$ cat config.mk
export PLATFORM = sky130hd
export DESIGN_NAME = wb_stage
export DESIGN_NICKNAME = d
export VERILOG_FILES = /design/src/rtl/wb_stage_pkg.sv /design/src/rtl/wb_lq.sv /design/src/rtl/wb_stage.sv
export SDC_FILE = /design/constraint.sdc
export NUM_CORES = 1
export LEC_CHECK = 0
export ABC_AREA = 1
export BUFFER_PORTS_ARGS = -buffer_cell sky130_fd_sc_hd__buf_2
export CAP_MARGIN = 0
export CORE_MARGIN = 2
export CORE_UTILIZATION = 40
export CTS_CLUSTER_SIZE = 20
export DETAILED_ROUTE_END_ITERATION = 12
export GPL_TIMING_DRIVEN = 0
export PLACE_DENSITY = 0.68
export SLEW_MARGIN = 30
export SYNTH_ARGS = -nofsm -noshare
export SYNTH_HDL_FRONTEND = slang
export SYNTH_SLANG_ARGS = --single-unit
$ cat constraint.sdc
create_clock -name clk -period 4.1 [get_ports clk]
set_input_delay 1.025 -clock clk [delete_from_list [all_inputs] [get_ports clk]]
set_output_delay 1.025 -clock clk [all_outputs]
set_load 0.02 [all_outputs]
$ cat src/rtl/wb_stage_pkg.sv
// Shared widths and helpers for the writeback stage and its long-latency queue.
package wb_stage_pkg;
  localparam int REG_ADDR_BUS = 5;
  localparam int DATA_BUS     = 32;
  localparam int ZERO_REG     = 0;

  function automatic int cnt_w(input int depth);
    return $clog2(depth) + 1;
  endfunction
endpackage

$ cat src/rtl/wb_lq.sv
// Long-latency result queue: FIFO with per-entry valid bits, kill-by-rd and
// up to two pops per cycle; the two oldest entries are exposed as head0/head1.
module wb_lq
  import wb_stage_pkg::*;
#(
  parameter int DEPTH  = 2,
  parameter int ADDR_W = REG_ADDR_BUS,
  parameter int DATA_W = DATA_BUS
) (
  input  logic                    clk,
  input  logic                    rst,
  input  logic                    i_push,
  input  logic [ADDR_W-1:0]       i_push_rd,
  input  logic [DATA_W-1:0]       i_push_data,
  input  logic                    i_kill_en0,
  input  logic [ADDR_W-1:0]       i_kill_rd0,
  input  logic                    i_kill_en1,
  input  logic [ADDR_W-1:0]       i_kill_rd1,
  input  logic [1:0]              i_pop_n,
  output logic                    o_head0_vld,
  output logic [ADDR_W-1:0]       o_head0_rd,
  output logic [DATA_W-1:0]       o_head0_data,
  output logic                    o_head1_vld,
  output logic [ADDR_W-1:0]       o_head1_rd,
  output logic [DATA_W-1:0]       o_head1_data,
  output logic [cnt_w(DEPTH)-1:0] o_count
);
  localparam int PTR_W = $clog2(DEPTH);
  localparam int CNT_W = cnt_w(DEPTH);

  logic [DEPTH-1:0]  r_vld;
  logic [ADDR_W-1:0] r_rd   [DEPTH];
  logic [DATA_W-1:0] r_data [DEPTH];
  logic [PTR_W-1:0]  r_wr_ptr;
  logic [PTR_W-1:0]  r_rd_ptr;
  logic [CNT_W-1:0]  r_count;
  logic [PTR_W-1:0]  w_rd_ptr1;

  genvar gi;
  generate
    for (gi = 0; gi < DEPTH; gi++) begin : g_entry
      logic w_slot;
      logic w_kill;
      assign w_slot = i_push && (r_wr_ptr == PTR_W'(gi));
      // A new push also retires any older entry for the same register.
      assign w_kill = (i_kill_en0 && (r_rd[gi] == i_kill_rd0)) ||
                      (i_kill_en1 && (r_rd[gi] == i_kill_rd1)) ||
                      (i_push && (r_rd[gi] == i_push_rd));

      always_ff @(posedge clk) begin
        if (!rst) begin
          r_vld[gi] <= 1'b0;
        end else if (w_slot) begin
          r_vld[gi] <= 1'b1;
        end else if (w_kill) begin
          r_vld[gi] <= 1'b0;
        end
      end

      always_ff @(posedge clk) begin
        if (w_slot) begin
          r_rd[gi]   <= i_push_rd;
          r_data[gi] <= i_push_data;
        end
      end
    end
  endgenerate

  always_ff @(posedge clk) begin
    if (!rst) begin
      r_wr_ptr <= '0;
      r_rd_ptr <= '0;
      r_count  <= '0;
    end else begin
      if (i_push) begin
        r_wr_ptr <= r_wr_ptr + PTR_W'(1);
      end
      r_rd_ptr <= r_rd_ptr + PTR_W'(i_pop_n);
      r_count  <= r_count + CNT_W'(i_push) - CNT_W'(i_pop_n);
    end
  end

  assign w_rd_ptr1    = r_rd_ptr + PTR_W'(1);
  assign o_head0_vld  = r_vld[r_rd_ptr];
  assign o_head0_rd   = r_rd[r_rd_ptr];
  assign o_head0_data = r_data[r_rd_ptr];
  assign o_head1_vld  = r_vld[w_rd_ptr1];
  assign o_head1_rd   = r_rd[w_rd_ptr1];
  assign o_head1_data = r_data[w_rd_ptr1];
  assign o_count      = r_count;
endmodule

$ cat src/rtl/wb_stage.sv
// Writeback stage: merges pipe0/pipe1 results with queued long-latency results
// onto two registered RF write ports, dropping x0 writes and stale values.
module wb_stage
  import wb_stage_pkg::*;
#(
  parameter int LQ_DEPTH = 2,
  parameter int ADDR_W   = REG_ADDR_BUS,
  parameter int DATA_W   = DATA_BUS
) (
  input  logic                       clk,
  input  logic                       rst,
  input  logic                       p0_valid,
  input  logic [ADDR_W-1:0]          p0_rd,
  input  logic [DATA_W-1:0]          p0_data,
  input  logic                       p1_valid,
  input  logic [ADDR_W-1:0]          p1_rd,
  input  logic [DATA_W-1:0]          p1_data,
  input  logic                       lu_valid,
  input  logic [ADDR_W-1:0]          lu_rd,
  input  logic [DATA_W-1:0]          lu_data,
  output logic                       lu_ready,
  output logic                       we1,
  output logic [ADDR_W-1:0]          waddr1,
  output logic [DATA_W-1:0]          wdata1,
  output logic                       we2,
  output logic [ADDR_W-1:0]          waddr2,
  output logic [DATA_W-1:0]          wdata2,
  output logic [cnt_w(LQ_DEPTH)-1:0] lq_count
);
  localparam int CNT_W = cnt_w(LQ_DEPTH);
  localparam logic [ADDR_W-1:0] X0 = ADDR_W'(ZERO_REG);

  logic              w_p0_acc, w_p1_acc, w_p0_win, w_push;
  logic              w_h0_vld, w_h1_vld, w_h0_live, w_h1_live, w_has0, w_has1;
  logic [ADDR_W-1:0] w_h0_rd, w_h1_rd;
  logic [DATA_W-1:0] w_h0_data, w_h1_data;
  logic [1:0]        w_pop_n;
  logic              w_we1, w_we2;
  logic [ADDR_W-1:0] w_waddr1, w_waddr2;
  logic [DATA_W-1:0] w_wdata1, w_wdata2;
  logic              r_we1, r_we2;
  logic [ADDR_W-1:0] r_waddr1, r_waddr2;
  logic [DATA_W-1:0] r_wdata1, r_wdata2;

  assign w_p0_acc = p0_valid && (p0_rd != X0);
  assign w_p1_acc = p1_valid && (p1_rd != X0);
  assign w_p0_win = w_p0_acc && !(w_p1_acc && (p1_rd == p0_rd));
  assign lu_ready = (lq_count < CNT_W'(LQ_DEPTH));
  assign w_push   = lu_valid && lu_ready && (lu_rd != X0) &&
                    !(w_p0_acc && (lu_rd == p0_rd)) &&
                    !(w_p1_acc && (lu_rd == p1_rd));

  // Heads overwritten by a younger pipe result this cycle are treated as dead.
  assign w_has0    = (lq_count != '0);
  assign w_has1    = (lq_count > CNT_W'(1));
  assign w_h0_live = w_h0_vld && !(w_p0_acc && (w_h0_rd == p0_rd)) &&
                     !(w_p1_acc && (w_h0_rd == p1_rd));
  assign w_h1_live = w_h1_vld && !(w_p0_acc && (w_h1_rd == p0_rd)) &&
                     !(w_p1_acc && (w_h1_rd == p1_rd));

  wb_lq #(.DEPTH(LQ_DEPTH), .ADDR_W(ADDR_W), .DATA_W(DATA_W)) u_lq (
    .clk         (clk),
    .rst         (rst),
    .i_push      (w_push),
    .i_push_rd   (lu_rd),
    .i_push_data (lu_data),
    .i_kill_en0  (w_p0_acc),
    .i_kill_rd0  (p0_rd),
    .i_kill_en1  (w_p1_acc),
    .i_kill_rd1  (p1_rd),
    .i_pop_n     (w_pop_n),
    .o_head0_vld (w_h0_vld),
    .o_head0_rd  (w_h0_rd),
    .o_head0_data(w_h0_data),
    .o_head1_vld (w_h1_vld),
    .o_head1_rd  (w_h1_rd),
    .o_head1_data(w_h1_data),
    .o_count     (lq_count)
  );

  always_comb begin
    w_we1    = w_p0_win;
    w_waddr1 = p0_rd;
    w_wdata1 = p0_data;
    w_we2    = w_p1_acc;
    w_waddr2 = p1_rd;
    w_wdata2 = p1_data;
    w_pop_n  = 2'd0;
    if (w_has0) begin
      if (!w_h0_live) begin
        w_pop_n = 2'd1;
      end else if (!w_we1) begin
        w_we1 = 1'b1; w_waddr1 = w_h0_rd; w_wdata1 = w_h0_data; w_pop_n = 2'd1;
      end else if (!w_we2) begin
        w_we2 = 1'b1; w_waddr2 = w_h0_rd; w_wdata2 = w_h0_data; w_pop_n = 2'd1;
      end
    end
    // The second entry may only go once the first has left, keeping FIFO order.
    if ((w_pop_n == 2'd1) && w_has1) begin
      if (!w_h1_live) begin
        w_pop_n = 2'd2;
      end else if (!w_we1) begin
        w_we1 = 1'b1; w_waddr1 = w_h1_rd; w_wdata1 = w_h1_data; w_pop_n = 2'd2;
      end else if (!w_we2) begin
        w_we2 = 1'b1; w_waddr2 = w_h1_rd; w_wdata2 = w_h1_data; w_pop_n = 2'd2;
      end
    end
  end

  always_ff @(posedge clk) begin
    if (!rst) begin
      r_we1    <= 1'b0;
      r_we2    <= 1'b0;
      r_waddr1 <= '0;
      r_waddr2 <= '0;
      r_wdata1 <= '0;
      r_wdata2 <= '0;
    end else begin
      r_we1 <= w_we1;
      r_we2 <= w_we2;
      if (w_we1) begin
        r_waddr1 <= w_waddr1;
        r_wdata1 <= w_wdata1;
      end
      if (w_we2) begin
        r_waddr2 <= w_waddr2;
        r_wdata2 <= w_wdata2;
      end
    end
  end

  assign we1    = r_we1;
  assign waddr1 = r_waddr1;
  assign wdata1 = r_wdata1;
  assign we2    = r_we2;
  assign waddr2 = r_waddr2;
  assign wdata2 = r_wdata2;
endmodule

==> results of run 1 <==
-- per-stage QoR --
step | std cells | setup TNS, ps | area (um2) | power [uW]
after floorplan | 1301 | 0 | 9290 | 3680
after global placement | 1769 | -102820 | 10600 | 4440
after detailed placement | 1773 | 0 | 10700 | 4520
after CTS | 1805 | 0 | 11300 | 6090
after global routing | 1805 | 0 | 11300 | 6450
final | 1805 | 0 | 11300 | 6120
-- cell families after synthesis --
| group | after synthesis | share of synthesized area |
|---|---|---|
| flip-flops | 157 | 0.418 |
| buffers and inverters | 228 | 0.106 |
| multiplexers | 9 | 0.00969 |
| AND/OR/NAND/NOR | 717 | 0.343 |
| XOR/XNOR | 39 | 0.0368 |
| AO/OA/AOI/OAI | 149 | 0.0833 |
| adder cells (fa/ha/maj) | 2 | 0.00269 |
-- metal layers --
layer | track usage | vias up | routed length (um)
li1 | - | 4585 | -
met1 | 0.348 | 4318 | 13300
met2 | 0.410 | 510 | 14200
met3 | 0.0465 | 65 | 3180
met4 | 0.114 | 0 | 973
met5 | 0 | - | 0
-- final timing paths --
path / to / slack, ps / cells past startpoint
worst max-delay path: u_lq.o_count[1] / 920 / 19
worst max register to register: u_lq.o_count[1] / 1160 / 20
worst min-delay path: waddr1[3] / 450 / 2
worst min register to register: waddr1[3] / 450 / 2
-- sequential cells by signal (all words and copies together), names as in the netlist, named ones only --
name,cells
u_lq.r_vld,2
waddr1,5
wdata2,32
we1,1
u_lq.r_wr_ptr,1
we2,1
waddr2,5
u_lq.r_rd,10
u_lq.r_data,64
u_lq.o_count,2
wdata1,32
u_lq.r_rd_ptr,1
-- power by group through the flow --
stage | registers, uW | logic, uW | clock network, uW
after CTS | 2030 | 2470 | 1580
final | 2040 | 2510 | 1570
after floorplan | 2200 | 1470 | 0
after global placement | 2070 | 2370 | 0
after global routing | 2060 | 2740 | 1650
after detailed placement | 2070 | 2450 | 0
-- cell type report --
| cell class | count | share of cell area |
|---|---|---|
| multi-input cells | 916 | 0.394 |
| inverters | 141 | 0.0473 |
| flip-flops and latches | 157 | 0.345 |
| well taps | 285 | 0.0317 |
| repair buffers | 187 | 0.0901 |
| plain buffers | 87 | 0.0407 |
| clock inverters | 14 | 0.0129 |
| clock buffers | 18 | 0.0381 |
-- Yosys cell counts (all sizes together) (17+ instances only) --
cell,n
clkbuf,41
inv,140
nand3,189
dfxtp,83
a21oi,40
xor2,22
nor2,49
xnor2,17
nand2,430
o21ai,106
buf,46
or2,32
edfxtp,74
-- worst max-delay path: cells and delay by family --
kind	cells	cell delay (ps)
and+or+nand+nor	13	1490
buffers and inverters	3	340
adders and majority gates	2	460
xor gates and xnor gates	1	180
==> flow_summary.toml, run 1 <==
[routing]
detailedRoute.firstIterationViolations = 903
routed_via_density = 5.25
detail_route.wirelength_mm = 31.6
detailedRoute.firstPassIterationCount = 5
drc_errors = 0
vias = 9478
detail_route.wl_per_cell_um = 17.5
postRouteAntennaNets = 0

[floorplan]
core_area_um2 = 22700
fp.dieH_um = 156
floorplan.io_pins = 195
floorplan.die.width_um = 156
start_util = 0.409
fp-row-count = 55
design.die.area_um2 = 24500

[clocking]
cts.sinks = 157
tritoncts = "yes"
clkLatencyLatePin_ps = 440
hold_buffers = 0
clockRootBuffer = "clkbuf_16"
htreeDepth = 4
path_clk_slew_ps = 60
max-clock-path-buffers = 2
post_cts_buffers = 0
numCtsBuffers = 17
cts.repair.resized = 0

[timing]
final-hold-violation-count = 0
finalSetupViolations = 0
rsz0062_at_grt = "false"
slew_headroom = 0.467
max_slew_vio_count = 0
min_period_over_period = 0.775
hold_ws_ps = 448
worst_clock_skew_on_the_final_layout_ps = 6.81
worst_pin_slew_ps = 799
fmax_mhz = 315
min_period_ps = 3180
layout_setup_ws_ps = 923

[worst_setup_path]
critical_path.most_common_cell = "nand2_1"
crit_path_start = "p1_rd[4]"
cp_cell_sequence = "buf_2 -> inv_2 -> nand3_1 -> nand2_2 -> nor2_1 -> nand3_2 -> nand4_2 -> nand2_4 -> nand3_1 -> nand2_1 -> nand2_1 -> nor2_1 -> ha_1 -> inv_1 -> ha_1 -> xnor2_1 -> nand2_1 -> nand2_1 -> nor2_1"
required_ps = 4440
timing.critical_path.from_type = "input port"
worst_setup_path_end_kind = "register"
path_class = "in -> reg"
critPathArrivalTime_ps = 3520
cpPeakStageDelay_ps = 290
cell_with_the_largest_stage_delay_on_the_worst_path = "ha_1"
crit_fanout = 9
crit-reg2reg-launch = "u_lq.r_rd[0][3]"

[final_layout]
antenna_cells_inserted = 0
fillers = 2268
layout.cells.most_common_list = "nand2_1, buf_2, nand3_1"
drive_above_1_share = 0.220
area.growth.synth_to_final_pct = 21.1
multi_input_comb_area_um2 = 4440
nNetsFinal = 1625
final_core_util = 0.496
seqCellArea_um2 = 3880
final_common_cell = "nand2_1"

[pwr]
netSwitchingPower_uw = 2550
cellInternalPower_uw = 3560
clockPowerShare = 0.257
swShare = 0.417
power_frac_comb = 0.410
leakage_uw = 0.00560
peak_ir_drop_on_the_vdd_network_v = 0.000304
power_density_nw_per_um2 = 544
share_seq_of_total_power = 0.333

[synthesis]
synthesis.area_um2 = 9290
synth_nets = 1419
yosys_warnings = 0
synth.area.top_cells = "edfxtp_1, dfxtp_1, nand2_1"
synth-seq-cells = 157
postSynthCellCount = 1301
synthFlopType = "dfxtp_1"
synth_async_sr_flop_share = 0
synth_cell_types = 43
post-synth-top-area-cell = "edfxtp_1"
synth_edf_count = 74
post_synth.cell_area_avg_um2 = 7.14
synth-seq-area-share = 0.418
post-synth-top-area-fraction = 0.239

[grt]
number_of_global_route_vias_before_repair = 8896
globalRoute.totalOverflow = 0
number_of_antenna_violations_at_the_first_check_in_global_routing = 0
total_global_route_track_usage = 0.259
grt_first_pass_wirelength_mm = 48.1
largest_net_degree_at_the_start_of_global_routing = 19

[place]
gpl.final_weighted_congestion = 0.937
port_buffers = 183
dp_slack_ps = 472
detailed_placement_wirelength_estimate_mm = 23.5

[hold_path]
hold_path_startpoint = "waddr1[3]"
hold_path_class = "reg -> reg"

[job]
timing.max_cap.violations = 0

[run_status]
run_status = "finished clean"
No activity file was read; power rests on OpenSTA's default activity.
==> run 2: changes to the inputs <==
--- a/config.mk
+++ b/config.mk
@@ -13,7 +13,7 @@
 export CTS_CLUSTER_SIZE = 20
 export DETAILED_ROUTE_END_ITERATION = 12
 export GPL_TIMING_DRIVEN = 0
-export PLACE_DENSITY = 0.68
+export PLACE_DENSITY = 0.71
 export SLEW_MARGIN = 30
 export SYNTH_ARGS = -nofsm -noshare
 export SYNTH_HDL_FRONTEND = slang
==> constraint.sdc (replaced) <==
create_clock -name clk -period 2.6 [get_ports clk]
set_input_delay 0.65 -clock clk [delete_from_list [all_inputs] [get_ports clk]]
set_output_delay 0.65 -clock clk [all_outputs]
set_load 0.02 [all_outputs]
==> run 2 against run 1 <==
Sequential power rose by 58%. Critical path type is now reg -> reg. Global-route usage barely moved. Clock-buffer cell count did not move. Combinational power rose by 78%. Register-to-register slack got worse by 1100 ps. Critical path depth rose by 1. Highest routed layer unchanged. Hold slack got worse by 49 ps. First-iteration DRC count rose by 18%. Clock skew rose by 9.5 ps. Sequential share of layout area fell by 2.2 points. Cell count rose by 2.4%. Core utilization rose by 3.4 points.
==> flow_summary.toml, run 2 (synthesis results as in run 1) <==
[run_status]
run_status = "finished clean"

[worst_setup_path]
cell_with_the_largest_stage_delay_on_the_worst_path = "edfxtp_1"
worst_setup_path_end_kind = "register"
critical_path.most_common_cell = "nand2_1"
cp_cell_sequence = "buf_6 -> inv_2 -> nand2_1 -> nand3_1 -> nand2_1 -> nor2_1 -> nand3_2 -> nand4_4 -> nand2_8 -> nand3_4 -> nand2_4 -> nand2_2 -> nor2_2 -> ha_1 -> inv_1 -> ha_2 -> xnor2_2 -> nand2_1 -> nand2_1 -> nor2_1"
timing.critical_path.from_type = "register"
crit_path_start = "u_lq.r_rd[0][1]"
cpPeakStageDelay_ps = 480
path_class = "reg -> reg"
worstRegToRegCells = 20
critical_register_to_register_path_endpoint = "u_lq.o_count[1]"
required_ps = 2920
path_depth = 20
crit-reg2reg-launch = "u_lq.r_rd[0][1]"
crit_fanout = 4
timing.critical_path.buf_inv = 3
critPathArrivalTime_ps = 2910
reg2reg_slack_ps = 10
crit_end = "u_lq.o_count[1]"
cpLargestDelayFamily = "simple AND/OR/NAND/NOR gates"

[hold_path]
hold_path_class = "in -> reg"

[timing]
slew_headroom = 0.522
min_period_ps = 2590
rsz0062_at_grt = "true"
hold_ws_ps = 400
setup-tns-final_ps = 0
min_period_over_period = 0.995
max_slew_vio_count = 0
fmax_mhz = 387
worst_pin_slew_ps = 716
worst_clock_skew_on_the_final_layout_ps = 16.3
finalSetupViolations = 0
final-hold-violation-count = 0

[clocking]
clkLatencyLatePin_ps = 430
numCtsBuffers = 17
max-clock-path-buffers = 2
cts.sinks = 157
htreeDepth = 4
clockRootBuffer = "clkbuf_16"
path_clk_slew_ps = 80
tritoncts = "yes"

[final_layout]
register_with_the_most_flip_flops = "u_lq.r_data"
nNetsFinal = 1667
max_ffs_per_register = 64
instances_no_fill = 1848
area.growth.synth_to_final_pct = 29.4
drive_above_1_share = 0.272
layout.cells.most_common_list = "nand2_1, buf_2, nand3_1"
final_common_cell = "nand2_1"

[pwr]
leakage_uw = 0.00591
share_seq_of_total_power = 0.315
clockPowerShare = 0.247
swShare = 0.421
power_density_nw_per_um2 = 849
power_frac_comb = 0.438
netSwitchingPower_uw = 4300
cellInternalPower_uw = 5920
peak_ir_drop_on_the_vdd_network_v = 0.000441

[routing]
vias = 9751
routed_via_density = 5.28
detailedRoute.firstIterationViolations = 1063
postRouteAntennaNets = 0
detail_route.wl_per_cell_um = 17.6
drc_errors = 0
detailedRoute.firstPassIterationCount = 7
detail_route.wirelength_mm = 32.5

[floorplan]
fp.dieH_um = 156
floorplan.io_pins = 195
design.die.area_um2 = 24500
fp-row-count = 55
floorplan.die.width_um = 156
core_area_um2 = 22700
start_util = 0.409

[grt]
largest_net_degree_at_the_start_of_global_routing = 19
number_of_global_route_vias_before_repair = 9009
number_of_antenna_violations_at_the_first_check_in_global_routing = 0
total_global_route_track_usage = 0.259
globalRoute.totalOverflow = 0
grt_first_pass_wirelength_mm = 48.7

[job]
timing.max_cap.violations = 0

[place]
placed_cells = 1773
gpl.final_weighted_congestion = 0.940
detailed_placement_wirelength_estimate_mm = 23.5
port_buffers = 183
[run 2: cell types whose count changed in the layout (fill, tap and decap cells not counted), sizes merged]
cell and change:
inv +6, clkbuf +1, clkinvlp -3, buf +41, diode +1, bufinv -1, clkinv -2
[run 2: worst reg2reg max path: stages, from the launching register on]
cell and delay, ps:
edfxtp_1 480, buf_6 170, inv_2 40, nand2_1 40, nand3_1 60, nand2_1 80, nor2_1 110, nand3_2 170
nand4_4 150, nand2_8 70, nand3_4 90, nand2_4 50, nand2_2 70, nor2_2 40, ha_1 280, inv_1 40
ha_2 180, xnor2_2 180, nand2_1 70, nand2_1 60, nor2_1 40
[run 2: per-stage QoR]
stage / worst slack (ps) / power (uW) / util / cell area [um2]
finish: 13.0 / 10200 / 0.530 / 12000
global route: -152 / 10700 / 0.530 / 12000
CTS: -102 / 9720 / 0.502 / 11400
detailed placement: -643 / 7120 / 0.471 / 10700
global placement: -1440 / 7000 / 0.466 / 10600
floorplan: -252 / 5800 / - / 9300
[run 2: per-layer routing]
| layer | global-route usage | part of all wire | up-vias |
|---|---|---|---|
| li1 | - | - | 4675 |
| met1 | 0.349 | 0.42 | 4467 |
| met2 | 0.419 | 0.46 | 551 |
| met3 | 0.0565 | 0.098 | 58 |
| met4 | 0.0782 | 0.024 | 0 |
| met5 | 0 | 0 | - |
[run 2: final cells by class]
cell class	count	area, um2
fillers	2178	10700
multi-input cells	916	4630
flip-flops and latches	157	3890
repair buffers	230	1470
plain buffers	86	548
inverters	141	542
clock buffers	18	439
well taps	285	357
clock inverters	14	148
diodes	1	2.50
[run 2: worst min path at each step]
stage / from / endpoint / cells after the start
after floorplan: u_lq.r_wr_ptr / u_lq.r_wr_ptr / 2
after global placement: wdata1[31] / wdata1[31] / 2
after detailed placement: wdata1[26] / wdata1[26] / 2
after CTS: lu_data[24] / u_lq.r_data[0][24] / 1
after global routing: lu_data[24] / u_lq.r_data[1][24] / 1
final: lu_data[24] / u_lq.r_data[1][24] / 1
[run 2: power groups by stage]
stage	Sequential, uW	Clock [uW]	Combinational [uW]
global route	3250	2640	4840
detailed placement	3250	0	3870
finish	3220	2520	4480
CTS	3200	2530	3990
global placement	3250	0	3740
floorplan	3470	0	2320
[run 2: repair_timing]
item	4_1_cts	5_1_grt
gates cloned	0	3
endpoints found under the setup margin	21	108
pin swaps	5	33
resized for setup	16	100
hold buffers	0	0
buffers inserted	9	31
==> run 3: changes to the inputs <==
--- a/config.mk
+++ b/config.mk
@@ -10,10 +10,11 @@
 export CAP_MARGIN = 0
 export CORE_MARGIN = 2
 export CORE_UTILIZATION = 40
-export CTS_CLUSTER_SIZE = 20
+export CTS_CLUSTER_SIZE = 8
 export DETAILED_ROUTE_END_ITERATION = 12
 export GPL_TIMING_DRIVEN = 0
 export PLACE_DENSITY = 0.71
+export SETUP_SLACK_MARGIN = 0.15
 export SLEW_MARGIN = 30
 export SYNTH_ARGS = -nofsm -noshare
 export SYNTH_HDL_FRONTEND = slang
==> run 3 against run 2 <==
Hold slack worse by 4.9 ps. Wire length up 0.11%. Sequential share of layout area down 0.46 points. First-iteration DRC count down 21%. Cell count about the same. Cell area up 1.5%. Maximum frequency up 5.1%. Setup slack better by 130 ps.
==> flow_summary.toml, run 3 (synthesis results as in run 1) <==
[timing]
finalSetupViolations = 0
final-hold-violation-count = 0
max_slew_vio_count = 0
min_period_ps = 2460
min_period_over_period = 0.946
fmax_mhz = 406
worst_clock_skew_on_the_final_layout_ps = 14.0
rsz0062_at_grt = "true"
worst_pin_slew_ps = 765
slew_headroom = 0.490
layout_setup_ws_ps = 139

[pwr]
power_density_nw_per_um2 = 866
leakage_uw = 0.00600
peak_ir_drop_on_the_vdd_network_v = 0.000441

[place]
gpl.final_weighted_congestion = 0.909
dp_slack_ps = -481
detailed_place.area_um2 = 10800
port_buffers = 183
detailed_placement_wirelength_estimate_mm = 23.5
placed_cells = 1773

[worst_setup_path]
worst_setup_path_end_kind = "register"
timing.critical_path.from_type = "register"
crit_fanout = 10
critPathArrivalTime_ps = 2820
required_ps = 2960
reg2reg_slack_ps = 140
critical_register_to_register_path_endpoint = "wdata2[9]"
crit_path_start = "u_lq.r_rd[0][4]"
crit-reg2reg-launch = "u_lq.r_rd[0][4]"
path_class = "reg -> reg"
worstRegToRegCells = 20
crit_end = "wdata2[9]"

[final_layout]
antenna_cells_inserted = 0
layout.cells.most_common_list = "nand2_1, buf_2, nand3_1"
max_ffs_per_register = 64
instances_no_fill = 1847
final_common_cell = "nand2_1"
register_with_the_most_flip_flops = "u_lq.r_data"
nNetsFinal = 1667
finalInstanceArea_um2 = 12200
drive_above_1_share = 0.284
area.growth.synth_to_final_pct = 31.3

[grt]
met2_track_utilization_from_global_routing = 0.420
grt_first_pass_wirelength_mm = 48.8
globalRouteMet1Util = 0.349
number_of_global_route_vias_before_repair = 9008
total_global_route_track_usage = 0.261
largest_net_degree_at_the_start_of_global_routing = 20
globalRouteMet3Util = 0.0432
grt.busiest_layer = "met2"
number_of_antenna_violations_at_the_first_check_in_global_routing = 0
globalRoute.totalOverflow = 0

[hold_path]
hold_path_class = "in -> reg"

[clocking]
max-clock-path-buffers = 2
tritoncts = "yes"
clockRootBuffer = "clkbuf_16"
cts.sinks = 157
path_clk_slew_ps = 70
clkLatencyLatePin_ps = 440
numCtsBuffers = 17
htreeDepth = 4

[routing]
vias = 9825
detailedRoute.firstPassIterationCount = 5
detailedRoute.firstIterationViolations = 841
detail_route.wl_per_cell_um = 17.6
postRouteAntennaNets = 0
detail_route.wirelength_mm = 32.5
routed_via_density = 5.32
drc_errors = 0

[floorplan]
fp-row-count = 55
core_area_um2 = 22700
start_util = 0.409
floorplan.io_pins = 195
fp.dieH_um = 156
design.die.area_um2 = 24500
floorplan.die.width_um = 156

[job]
timing.max_cap.violations = 0

[run_status]
run_status = "finished clean"
-- run 3: changes by cell type in the layout (fill, tap and decap cells not counted), moves of 5 or more --
| cell | previous run | this run |
|---|---|---|
| nand2_4 | 4 | 12 |
| buf_4 | 39 | 46 |
| buf_2 | 203 | 189 |
| clkbuf_2 | 7 | 13 |
| nand2_1 | 404 | 395 |
| buf_6 | 16 | 21 |
| clkbuf_1 | 27 | 22 |
-- run 3: how the worst min path moves through the flow --
stage / startpoint / endpoint / slack (ps) / cells after the start
final: lu_data[29] / u_lq.r_data[0][29] / 390 / 1
after global routing: lu_data[28] / u_lq.r_data[0][28] / 390 / 1
after CTS: lu_data[29] / u_lq.r_data[1][29] / 380 / 1
after detailed placement: wdata1[26] / wdata1[26] / 440 / 2
after global placement: wdata1[2] / wdata1[2] / 430 / 2
after floorplan: u_lq.r_wr_ptr / u_lq.r_wr_ptr / 490 / 2
-- run 3: report_power, final --
group	switching (uW)	leakage (uW)	total [uW]	internal [uW]
clock network	1150	0.000320	2790	1650
logic	3000	0.00431	4550	1550
registers	215	0.00137	3220	3010
total	4360	0.00600	10600	6200
-- run 3: metrics by stage --
step                utilization  setup TNS [ps]  hold WS (ps)  total power (uW)
floorplan                     -           -84.1           492              5880
global placement          0.472          -63310           432              7070
detailed placement        0.476          -26650           436              7190
CTS                       0.518               0           384             10200
global route              0.537               0           391             11100
finish                    0.537               0           395             10600
-- run 3: cell type report --
type / count / area (um2)
Multi-Input combinational cell: 916 / 4720
Tap cell: 285 / 357
Timing Repair Buffer: 229 / 1380
Clock buffer: 17 / 425
Sequential cell: 157 / 3890
Clock inverter: 15 / 225
Fill cell: 2169 / 10500
Buffer: 87 / 661
Inverter: 141 / 557
-- run 3: routing by layer --
layer | vias to the layer above | routed length (um)
met5 | - | 0
met4 | 0 | 1180
met3 | 77 | 3180
met2 | 546 | 14600
met1 | 4527 | 13600
li1 | 4675 | -
-- run 3: timing repair --
item	in CTS	in global routing
hold buffers	0	0
pin swaps	16	36
setup endpoints to repair	69	92
resized for setup	44	96
cloned	0	2
setup buffers	20	20
-- run 3: critical path, stage by stage (launching register included) --
cell	delay [ps]
edfxtp_1	390
buf_6	140
inv_1	40
nand2_1	90
nand2_1	90
nand2_1	80
nand2_2	90
nor2_4	40
nand3_4	100
nand3_4	100
nor2_4	170
nor2_4	60
buf_4	130
buf_4	130
nand3_4	80
nand2_4	90
nor2_4	170
buf_12	150
buf_12	120
nand2_1	50
o21ai_1	70
